===== src/rtl/aes_frame_buffer.sv =====
// aes_frame_buffer
// Byte-to-block buffer between an I2C slave byte interface and an AES-128
// controller. It collects 32 bytes (16 key bytes, then 16 plaintext bytes),
// pulses start once, holds key/plaintext stable while the controller runs,
// captures the cipher on done, and serves it back as 16 bytes, MSB first.
//
// Ports:
//   clk, rst          clock (rising edge), asynchronous active-low reset
//   rx_byte/valid     received byte and its one-cycle strobe
//   rx_first          first byte of a write transaction (restarts the frame)
//   tx_req, tx_byte   read strobe and current cipher byte (00 outside READY)
//   chave, palavra    key and plaintext blocks to the controller
//   start             one-cycle registered start pulse
//   cifra, done       cipher from the controller, valid while done is high
//   busy, ready       encryption in flight / cipher held
//   overrun           sticky: a byte arrived while the controller was busy
module aes_frame_buffer (
  input  logic         clk,
  input  logic         rst,
  input  logic [7:0]   rx_byte,
  input  logic         rx_valid,
  input  logic         rx_first,
  input  logic         tx_req,
  output logic [7:0]   tx_byte,
  output logic [127:0] chave,
  output logic [127:0] palavra,
  output logic         start,
  input  logic [127:0] cifra,
  input  logic         done,
  output logic         busy,
  output logic         ready,
  output logic         overrun
);

  typedef enum logic [1:0] {StRx, StGo, StWait, StReady} state_e;

  state_e         state_q;
  logic [4:0]     rx_idx_q;
  logic [3:0]     tx_idx_q;
  logic [127:0]   cipher_q;

  logic [4:0]     wr_idx;
  logic [6:0]     wr_base;
  logic [6:0]     tx_base;

  always_comb begin
    // rx_first with a byte stores it as byte 0 of a fresh frame.
    wr_idx  = rx_first ? 5'd0 : rx_idx_q;
    // Byte n of a block sits at bits [127-8n -: 8]; ~n[3:0] == 15-n.
    wr_base = {~wr_idx[3:0], 3'b000};
    tx_base = {~tx_idx_q, 3'b000};
    tx_byte = (state_q == StReady) ? cipher_q[tx_base +: 8] : 8'h00;
  end

  always_ff @(posedge clk or negedge rst) begin
    if (!rst) begin
      state_q  <= StRx;
      rx_idx_q <= 5'd0;
      tx_idx_q <= 4'd0;
      cipher_q <= '0;
      chave    <= '0;
      palavra  <= '0;
      start    <= 1'b0;
      busy     <= 1'b0;
      ready    <= 1'b0;
      overrun  <= 1'b0;
    end else begin
      start <= 1'b0;
      case (state_q)
        StRx, StReady: begin
          if (rx_valid) begin
            // A byte in READY drops the held cipher and reopens collection;
            // it also takes priority over a simultaneous tx_req.
            if (wr_idx[4]) begin
              palavra[wr_base +: 8] <= rx_byte;
            end else begin
              chave[wr_base +: 8] <= rx_byte;
            end
            ready <= 1'b0;
            if (wr_idx == 5'd31) begin
              rx_idx_q <= 5'd0;
              state_q  <= StGo;
              start    <= 1'b1;
              busy     <= 1'b1;
            end else begin
              rx_idx_q <= wr_idx + 5'd1;
              state_q  <= StRx;
            end
          end else begin
            if (rx_first) begin
              rx_idx_q <= 5'd0;
            end
            if ((state_q == StReady) && tx_req) begin
              tx_idx_q <= tx_idx_q + 4'd1;
            end
          end
          if (rx_first) begin
            overrun <= 1'b0;
          end
        end
        StGo: begin
          state_q <= StWait;
          if (rx_valid) begin
            overrun <= 1'b1;
          end
        end
        StWait: begin
          if (rx_valid) begin
            overrun <= 1'b1;
          end
          if (done) begin
            cipher_q <= cifra;
            busy     <= 1'b0;
            ready    <= 1'b1;
            tx_idx_q <= 4'd0;
            state_q  <= StReady;
          end
        end
        default: state_q <= StRx;
      endcase
    end
  end

endmodule


===== config.mk =====
export PLATFORM = sky130hd
export DESIGN_NAME = aes_frame_buffer
export DESIGN_NICKNAME = d
export VERILOG_FILES = /design/src/rtl/aes_frame_buffer.sv
export SDC_FILE = /design/constraint.sdc
export NUM_CORES = 1
export LEC_CHECK = 0
export ABC_CLOCK_PERIOD_IN_PS = 3600
export CAP_MARGIN = 10
export CORE_MARGIN = 8
export CORE_UTILIZATION = 40
export CTS_CLUSTER_DIAMETER = 120
export DETAILED_ROUTE_END_ITERATION = 16
export GPL_ROUTABILITY_DRIVEN = 1
export PLACE_DENSITY = 0.71
export SYNTH_ARGS = -nofsm -noshare
export SYNTH_HDL_FRONTEND = slang
export SYNTH_SLANG_ARGS = --single-unit
export TNS_END_PERCENT = 50

===== constraint.sdc =====
create_clock -name clk -period 3.6 [get_ports clk]
set_input_delay 0.36 -clock clk [delete_from_list [all_inputs] [get_ports clk]]
set_output_delay 0.36 -clock clk [all_outputs]
set_load 0.05 [all_outputs]

# Yosys cells after proc, flatten, opt, wreduce, memory -nomap -nowiden
# Index checks and enable logic that the tools add are counted.
[op_classes]
n_addsub = 3
eq_ne = 11
shifts = 3
muxes = 27
n_bitwise = 3
n_reduce_logical = 13
[op_table]
columns = ["operator", "n"]
rows = [
  ["bitwise mux 128 bit", 2],
  ["variable shift 8 x 9 -> 128 bit, first input constant", 1],
  ["indexed part select 128 x 8 -> 8 bit", 1],
  ["indexed part select 8 x 9 -> 128 bit", 1],
  ["2-to-1 mux 5 bit", 3],
  ["2-to-1 mux 4 bit", 3],
  ["inequality test 2 bit, second input constant", 6],
  ["2-to-1 mux 1 bit", 11],
  ["negator 7 -> 9 bit", 1],
  ["AND reduction 3 bit", 3],
  ["2-to-1 mux 8 bit", 1],
  ["inverter 4 bit", 2],
  ["one-hot mux 4 bit (2 select lines)", 1],
  ["AND reduction 4 bit", 2],
  ["one-hot mux 1 bit (2 select lines)", 3],
  ["one-hot mux 2 bit (3 select lines)", 1],
  ["AND reduction 2 bit", 3],
  ["adder 5 x 1 -> 5 bit, second input constant", 1],
  ["equality test 5 bit, second input constant", 1],
  ["adder 4 x 1 -> 4 bit, second input constant", 1],
  ["equality test 2 bit, second input constant", 2],
  ["2-to-1 mux 2 bit", 2],
  ["OR reduction 2 bit", 2],
  ["equality test 2 x 1 -> 1 bit, second input constant", 1],
  ["other kinds (5)", 5],
]
[totals]
reg_bits = 399
in_bits = 142
output_inout_bits = 268
wordCells = 70

# Logic depth before layout (Yosys ltp)
# Gate-level depths: netlist (run 1).
[depth]
ltp_word = 5
depth_mapped = 12
ltp_nobuf = 10

# Least setup slack after synthesis (run 1)
# OpenSTA, ideal clock, no wires.
[synth_timing]
path_kind = "register -> register"
startpoint = "register rx_idx_q[0]"
endpoint = "register chave[32]"
setup_time_ns = 0.125
t_arrival_ns = 2.493
required_time_ns = 3.475
path_slack_ns = 0.983
stages_incl_launch_ff = 11
path_buffers = 3
period_less_slack_ns = 2.617
cell_sequence = "dfrtp_1 -> buf_6 -> nor2b_1 -> buf_4 -> inv_2 -> clkbuf_1 -> ha_1 -> nor3b_1 -> nand4_1 -> a21oi_2 -> mux2_2"
[synth_between]
elab_chain_len = 5
word_cells_on_any_way = 6
cone_classes = "add/sub (1); shift (2); mux (2); bitwise (1)"
[synth_rtl]
columns = ["element", "line_no", "rtl"]
rows = [
  ["start: declaration", "38", "logic [4:0] rx_idx_q;"],
  ["start signal: assignment", "86", "rx_idx_q <= wr_idx + 5'd1;"],
  ["2-to-1 mux 5 bit *", "--", ""],
  ["inverter 4 bit *", "50", "wr_base = {~wr_idx[3:0], 3'b000};"],
  ["negator 7 -> 9 bit *", "77", "chave[wr_base +: 8] <= rx_byte;"],
  ["indexed part select 8 x 9 -> 128 bit / variable shift 8 x 9 -> 128 bit (equally long branches)", "77", ""],
  ["bitwise mux 128 bit *", "77", ""],
  ["end signal: indexed assignment", "77", ""],
  ["end: declaration", "25", "output logic [127:0] chave,"],
]
# Mark *: on every way between the ends. The rest lies on a longest branch, timed or not.
# A chain may end at the register's enable or synchronous reset.

# Final worst setup path (run 1)
[layout_timing]
startpoint = "register tx_idx_q[1]"
endpoint = "output port tx_byte[2]"
[layout_between]
elab_chain_len = 3
[layout_rtl]
columns = ["element", "line_no", "rtl"]
rows = [
  ["start: declaration", "39", "logic [3:0] tx_idx_q;"],
  ["start signal: assignment", "94", "tx_idx_q <= tx_idx_q + 4'd1;"],
  ["inverter 4 bit", "51", "tx_base = {~tx_idx_q, 3'b000};"],
  ["indexed part select 128 x 8 -> 8 bit", "52", "tx_byte = (state_q == StReady) ? cipher_q[tx_base +: 8] : 8'h00;"],
  ["2-to-1 mux 8 bit", "52", ""],
  ["end: declaration", "24", "output logic [7:0] tx_byte,"],
]
# No other way between the ends.

==> flow_metrics.tcl, run 1 <==
set metrics [dict create \
    status "finished clean" \
    multi_input_area_um2 6420 \
    finalSetupTns_ns 0 \
    syn-num-nets 1243 \
    synth_top_cells_by_area "dfrtp_1 60%, mux2_2 24%, mux4_2 4.3%, mux2i_1 0.84%, o21ai_0 0.81%" \
    drc 0 \
    drv_slew 0 \
    synth_top_family_by_area "multiplexers" \
    yosys.area_share.simple_pct 3.87 \
    synth_edf_count 0 \
    p_comb_share_pct 37.3 \
    crit_path_max_fanout 31 \
    drtPass1Iterations 5 \
    drt_iter0_markers 679 \
    async_flop_share_pct 100 \
    hp-class "input port to flop" \
    worstSetupPathType "flop to output pin" \
    max_stage_delay_ns 0.72 \
    setup_violations 0 \
    portBuffers 409 \
    timing.rr.end "palavra[117]" \
    synthesis.area_um2 16700 \
    synth_mux_area_share_pct 30.1 \
    finClkSkew_ns 0.0259 \
    clock_latency_ns 0.57 \
    grt_pass1_wl_um 73400 \
    cts_made_buffers 43 \
    grt_max_degree 106 \
    cts.sinks 399 \
    synth.avg_cell_area_um2 15.3 \
    fp-row-count 75 \
    cap_violations 0 \
    die_y_um 221 \
    power_leakage_uw 0.0101 \
    antenna_found_initial 8 \
    p_sw_uw 6060 \
    dp.final_hpwl_um 35700 \
    ys_seq_area_share_pct 59.6 \
    cts_tree "built" \
    register_area_um2 9990 \
    pwr_density_cell_nw_per_um2 746 \
    start_util_pct 40.2 \
    gp_congestion 0.821 \
    cts_root_buffer "clkbuf_16" \
    finalHoldViolCount 0 \
    nets 1666 \
    gr-total-overflow 0 \
    clockBufferDepth 3 \
    htreeDepth 2 \
    fin_hold_ws_ns 0.397 \
    ys_ff_latch 399 \
    clk_pin_slew_ns 0.06 \
    drt_wl_total_um 48700 \
    endpoint_kind "output pin" \
    synth_largest_area_cell "dfrtp_1" \
    antenna_left 0 \
    cp.required_ns 3.24 \
    synth_compound_area_share_pct 3.71 \
    track_usage_pct 19.8 \
    crit_path_end "tx_byte[2]" \
    yosysTopAreaCellShare_pct 59.6 \
    wl_per_cell_um 23.3 \
    ys_top_cells_by_count "399 x dfrtp_1, 364 x mux2_2, 32 x mux4_2" \
    die_w_um 221 \
    cts_hold_buf 1 \
    crit_family "buffers and inverters" \
    synth_fa_ha_area_share_pct 0.598 \
    drive_gt1_share_pct 34.8 \
    vias 10800 \
    regToRegSetupSlack_ns 0.42 \
    synth_cell_type_count 58 \
    ff2ff_path_depth 6 \
    crit_chain "buf_12, mux4_2, o21ba_2, a22oi_1, nand2_1, clkdlybuf4s50_1" \
    worst_pin_slew_ns 1.13 \
    syn-instance-count 1093 \
    synthXorXnorAreaFrac_pct 0.0523 \
    synth.most_common_cell "dfrtp_1" \
    period_share_pct 96.3 \
    syn_to_final_growth_pct 37.3 \
    setup.worst_path.start "tx_idx_q[1]" \
    synth_flop_cell "dfrtp_1" \
    io_pins 410 \
    dpl_worst_slack_ns 0.0348 \
    max_freq_ghz 0.288 \
    grt_pass1_vias 11700 \
    cts_setup_buffers 0 \
    p_int_uw 11100 \
    swShare_pct 35.3 \
    rsz0062_at_grt "false" \
    finalCoreUtilization_pct 55.2 \
    cp.arrival_ns 3.11 \
    fin_crit_ns 3.47 \
    peakVddDrop_mv 0.487 \
    max_slew_margin_pct 24.7 \
    clock_power_share_pct 25.4 \
    fp.coreArea_um2 41700 \
    p_seq_share_pct 37.2 \
    yosysWarnings 0 \
    cp.depth 6 \
    viasPerCell 5.16 \
    crit_buf_inv 2 \
    fillers 3407 \
    cp-start-kind "flop" \
    setup_slack_ns 0.132 \
    dieArea_um2 48700 \
    reg2reg_from "rx_idx_q[0]" \
    cpMaxStageDelayCell "clkdlybuf4s50_1" \
    cts_resized 0 \
]
-- cells in the final DEF (no fill, tap or decap), types with 3 or more instances in the layout --
| master | n |
|---|---|
| and3_1 | 10 |
| mux4_2 | 32 |
| clkinv_2 | 4 |
| clkbuf_1 | 12 |
| nor2_2 | 12 |
| o22ai_1 | 8 |
| inv_1 | 8 |
| or2_2 | 3 |
| dfrtp_1 | 398 |
| clkdlybuf4s50_1 | 406 |
| nor2b_1 | 11 |
| clkbuf_8 | 10 |
| o21bai_1 | 3 |
| a21oi_1 | 4 |
| nand2b_1 | 6 |
| a21oi_2 | 6 |
| mux2_4 | 4 |
| clkbuf_16 | 44 |
| ha_1 | 8 |
| mux2i_1 | 14 |
| mux2_2 | 364 |
| buf_4 | 29 |
| buf_12 | 8 |
| nand3_1 | 6 |
| nand4_1 | 3 |
| nor3b_1 | 11 |
| o31ai_1 | 17 |
| a22o_1 | 3 |
| nand2_1 | 16 |
| nor2_1 | 14 |
| o21ai_0 | 27 |
-- power groups by stage --
stage,Sequential (uW),Clock [uW],Combinational (uW)
3_3_place_gp,6430,0,6390
2_1_floorplan,7600,0,3050
6_report,6390,4360,6410
3_5_place_dp,6470,0,6490
4_1_cts,6400,4470,6500
5_1_grt,6550,4660,6780
-- layout make-up --
class	count	area share, %
repair buffers	445	19.4
flip-flops and latches	399	43.5
clock buffers	66	5.59
multi-input cells	617	27.9
clock inverters	9	0.490
well taps	539	2.93
inverters	10	0.163
diodes	2	0.0218
-- metrics by stage --
stage | total power, uW | std cells | instance area (um2)
after global placement | 12800 | 2009 | 21600
after CTS | 17400 | 2085 | 23000
after detailed placement | 13000 | 2009 | 21600
after global routing | 18000 | 2085 | 23000
after floorplan | 10600 | 1093 | 16700
final | 17200 | 2087 | 23000
-- logic make-up after synthesis --
kind of cell / after synthesis
multiplexers: 415
flip-flops: 399
AND/OR/NAND/NOR: 107
adder cells (fa/ha/maj): 8
XOR/XNOR: 1
buffers and inverters: 77
AO/OA/AOI/OAI: 86
-- metal layers --
layer | vias up | global-route usage, % | share of wire, %
met2 | 356 | 32.8 | 48
li1 | 4812 | - | -
met1 | 5518 | 24.9 | 41
met5 | - | 0 | 0.11
met4 | 8 | 6.51 | 2.6
met3 | 79 | 5.52 | 7.7
-- flip-flops by register name, indices dropped and copies added, names as in the netlist --
register and cells:
start 1, ready 1, tx_idx_q 4, cipher_q 128, palavra 128, busy 1, chave 128, overrun 1
rx_idx_q 5, state_q 2
-- how the worst min path moves through the flow --
stage / from / endpoint / slack (ns) / cells after the start
global placement: rst / chave[14] / 0.47 / 1
finish: cifra[36] / cipher_q[36] / 0.40 / 2
global route: cifra[82] / cipher_q[82] / 0.38 / 2
CTS: cifra[36] / cipher_q[36] / 0.36 / 2
detailed placement: rst / chave[14] / 0.48 / 1
floorplan: rst / busy / 0.06 / 0
Power figures use the tool's default switching activity.
==> run 2, diff against run 1 <==
PLACE_DENSITY = default   (was 0.71)
PLACE_DENSITY_LB_ADDON = 0.08   (was default)
TNS_END_PERCENT = default   (was 50)
==> run 2 against run 1 <==
Compared with the run above: combinational power about the same; first-iteration DRC count down 16%; clock power up 1%; wire length up 3.2%; sequential cell count unchanged; design area up 0.15%; power up 0.16%; sequential share of layout area down 0.064 points; worst hold slack worse by 0.019 ns; utilization up 0.081 points; global-route usage up 0.51 points.
==> flow_metrics.tcl, run 2 (same netlist as run 1, synthesis figures left out) <==
set metrics [dict create \
    cts_tree "built" \
    worst_pin_slew_ns 1.11 \
    layout_commonest_cell "clkdlybuf4s50_1" \
    grt_max_degree 96 \
    portBuffers 409 \
    clock_latency_ns 0.56 \
    cts_root_buffer "clkbuf_16" \
    drive_gt1_share_pct 35.1 \
    finalCoreUtilization_pct 55.2 \
    setup_violations 0 \
    timing.rr.end "chave[76]" \
    drt_iter0_markers 571 \
    rsz0062_at_grt "false" \
    worstSetupPathType "flop to output pin" \
    wl_per_cell_um 24.0 \
    antenna_found_initial 6 \
    cp-start-kind "flop" \
    gp_congestion 0.777 \
    p_comb_share_pct 37.4 \
    swShare_pct 35.3 \
    dp.cells 2012 \
    dp.final_hpwl_um 36600 \
    track_usage_pct 20.3 \
    fp.coreArea_um2 41700 \
    finClkSkew_ns 0.0117 \
    start_util_pct 40.2 \
    clockBufferDepth 3 \
    io_pins 410 \
    dpl_worst_slack_ns 0.123 \
    drtPass1Iterations 4 \
    vias 10900 \
    cp.required_ns 3.24 \
    mostFrequentLayoutCells "408 x clkdlybuf4s50_1, 398 x dfrtp_1, 364 x mux2_2" \
    max_stage_delay_ns 0.76 \
    grt_pass1_vias 11400 \
    finalSetupTns_ns 0 \
    ff2ff_path_depth 7 \
    crit_chain "buf_4, mux4_2, mux2i_1, o22ai_1, clkdlybuf4s50_1" \
    p_sw_uw 6060 \
    cpMaxStageDelayCell "clkdlybuf4s50_1" \
    viasPerCell 5.19 \
    fin_hold_ws_ns 0.378 \
    nets 1670 \
    antenna_left 0 \
    fin_crit_ns 3.47 \
    fp-row-count 75 \
    die_y_um 221 \
    finalHoldViolCount 0 \
    cts_resized 0 \
    clock_power_share_pct 25.7 \
    crit_path_max_fanout 21 \
    setup_slack_ns 0.131 \
    htreeDepth 2 \
    finalNonFillerCells 2094 \
    cts_made_buffers 44 \
    pwr_density_cell_nw_per_um2 747 \
    reg2reg_from "rx_idx_q[0]" \
    hp-class "input port to asynchronous set/reset pin" \
    p_int_uw 11100 \
    endpoint_kind "output pin" \
    period_share_pct 96.4 \
    grt_pass1_wl_um 74100 \
    power_leakage_uw 0.0101 \
    cp.arrival_ns 3.11 \
    syn_to_final_growth_pct 37.5 \
    cts_hold_buf 1 \
    top_regs "chave (128), cipher_q (128), palavra (128)" \
    drv_slew 0 \
    regToRegSetupSlack_ns 0.45 \
    dieArea_um2 48700 \
    status "finished clean" \
    drt_wl_total_um 50300 \
    cap_violations 0 \
    p_seq_share_pct 36.9 \
    cts.sinks 399 \
    clk_pin_slew_ns 0.06 \
    max_slew_margin_pct 26.1 \
    drc 0 \
    gr-total-overflow 0 \
    peakVddDrop_mv 0.444 \
    die_w_um 221 \
    cts_setup_buffers 0 \
    max_freq_ghz 0.288 \
]
-- run 2: layout make-up --
cell class,instances,area [um2]
inverters,10,37.5
clock inverters,16,130
multi-input cells,617,6420
diodes,1,2.50
fillers,3487,18600
repair buffers,448,4480
well taps,539,674
flip-flops and latches,399,9990
clock buffers,64,1290
-- run 2: worst max-delay path, delay by kind of cell, from the launching register on --
kind | cells | cell delay (ns)
buffers and inverters | 2 | 1.13
multiplexers | 2 | 0.93
AO/OA/AOI/OAI | 1 | 0.14
flip-flops | 1 | 0.32
-- run 2: worst max path at each step --
| stage | startpoint | end | slack (ns) | depth (start not counted) |
|---|---|---|---|---|
| 3_3_place_gp | rx_first | palavra[97] | 0.18 | 9 |
| 3_5_place_dp | rx_first | chave[76] | 0.12 | 9 |
| 4_1_cts | tx_idx_q[0] | tx_byte[4] | 0.01 | 5 |
| 5_1_grt | tx_idx_q[0] | tx_byte[1] | 0.02 | 5 |
| 2_1_floorplan | rx_idx_q[0] | chave[32] | 0.98 | 10 |
| 6_report | tx_idx_q[0] | tx_byte[4] | 0.13 | 5 |
-- run 2: routing by layer --
metal | GRT usage, % | vias to the layer above | wire length (um)
met5 | 0 | - | 69
li1 | - | 4837 | -
met2 | 34.8 | 279 | 25600
met4 | 5.89 | 10 | 1080
met1 | 25.4 | 5662 | 20500
met3 | 4.80 | 79 | 2970
-- run 2: per-stage QoR --
stage	instance area [um2]	power (uW)
after global routing	23000	18000
after floorplan	16700	10600
final	23000	17200
after CTS	23000	17400
after global placement	21600	12800
after detailed placement	21600	12900
-- run 2: power by group through the flow --
| stage | Clock (uW) | Sequential (uW) | Combinational [uW] |
|---|---|---|---|
| after floorplan | 0 | 7600 | 3050 |
| final | 4420 | 6340 | 6420 |
| after CTS | 4540 | 6360 | 6530 |
| after detailed placement | 0 | 6430 | 6510 |
| after global routing | 4710 | 6500 | 6800 |
| after global placement | 0 | 6390 | 6430 |
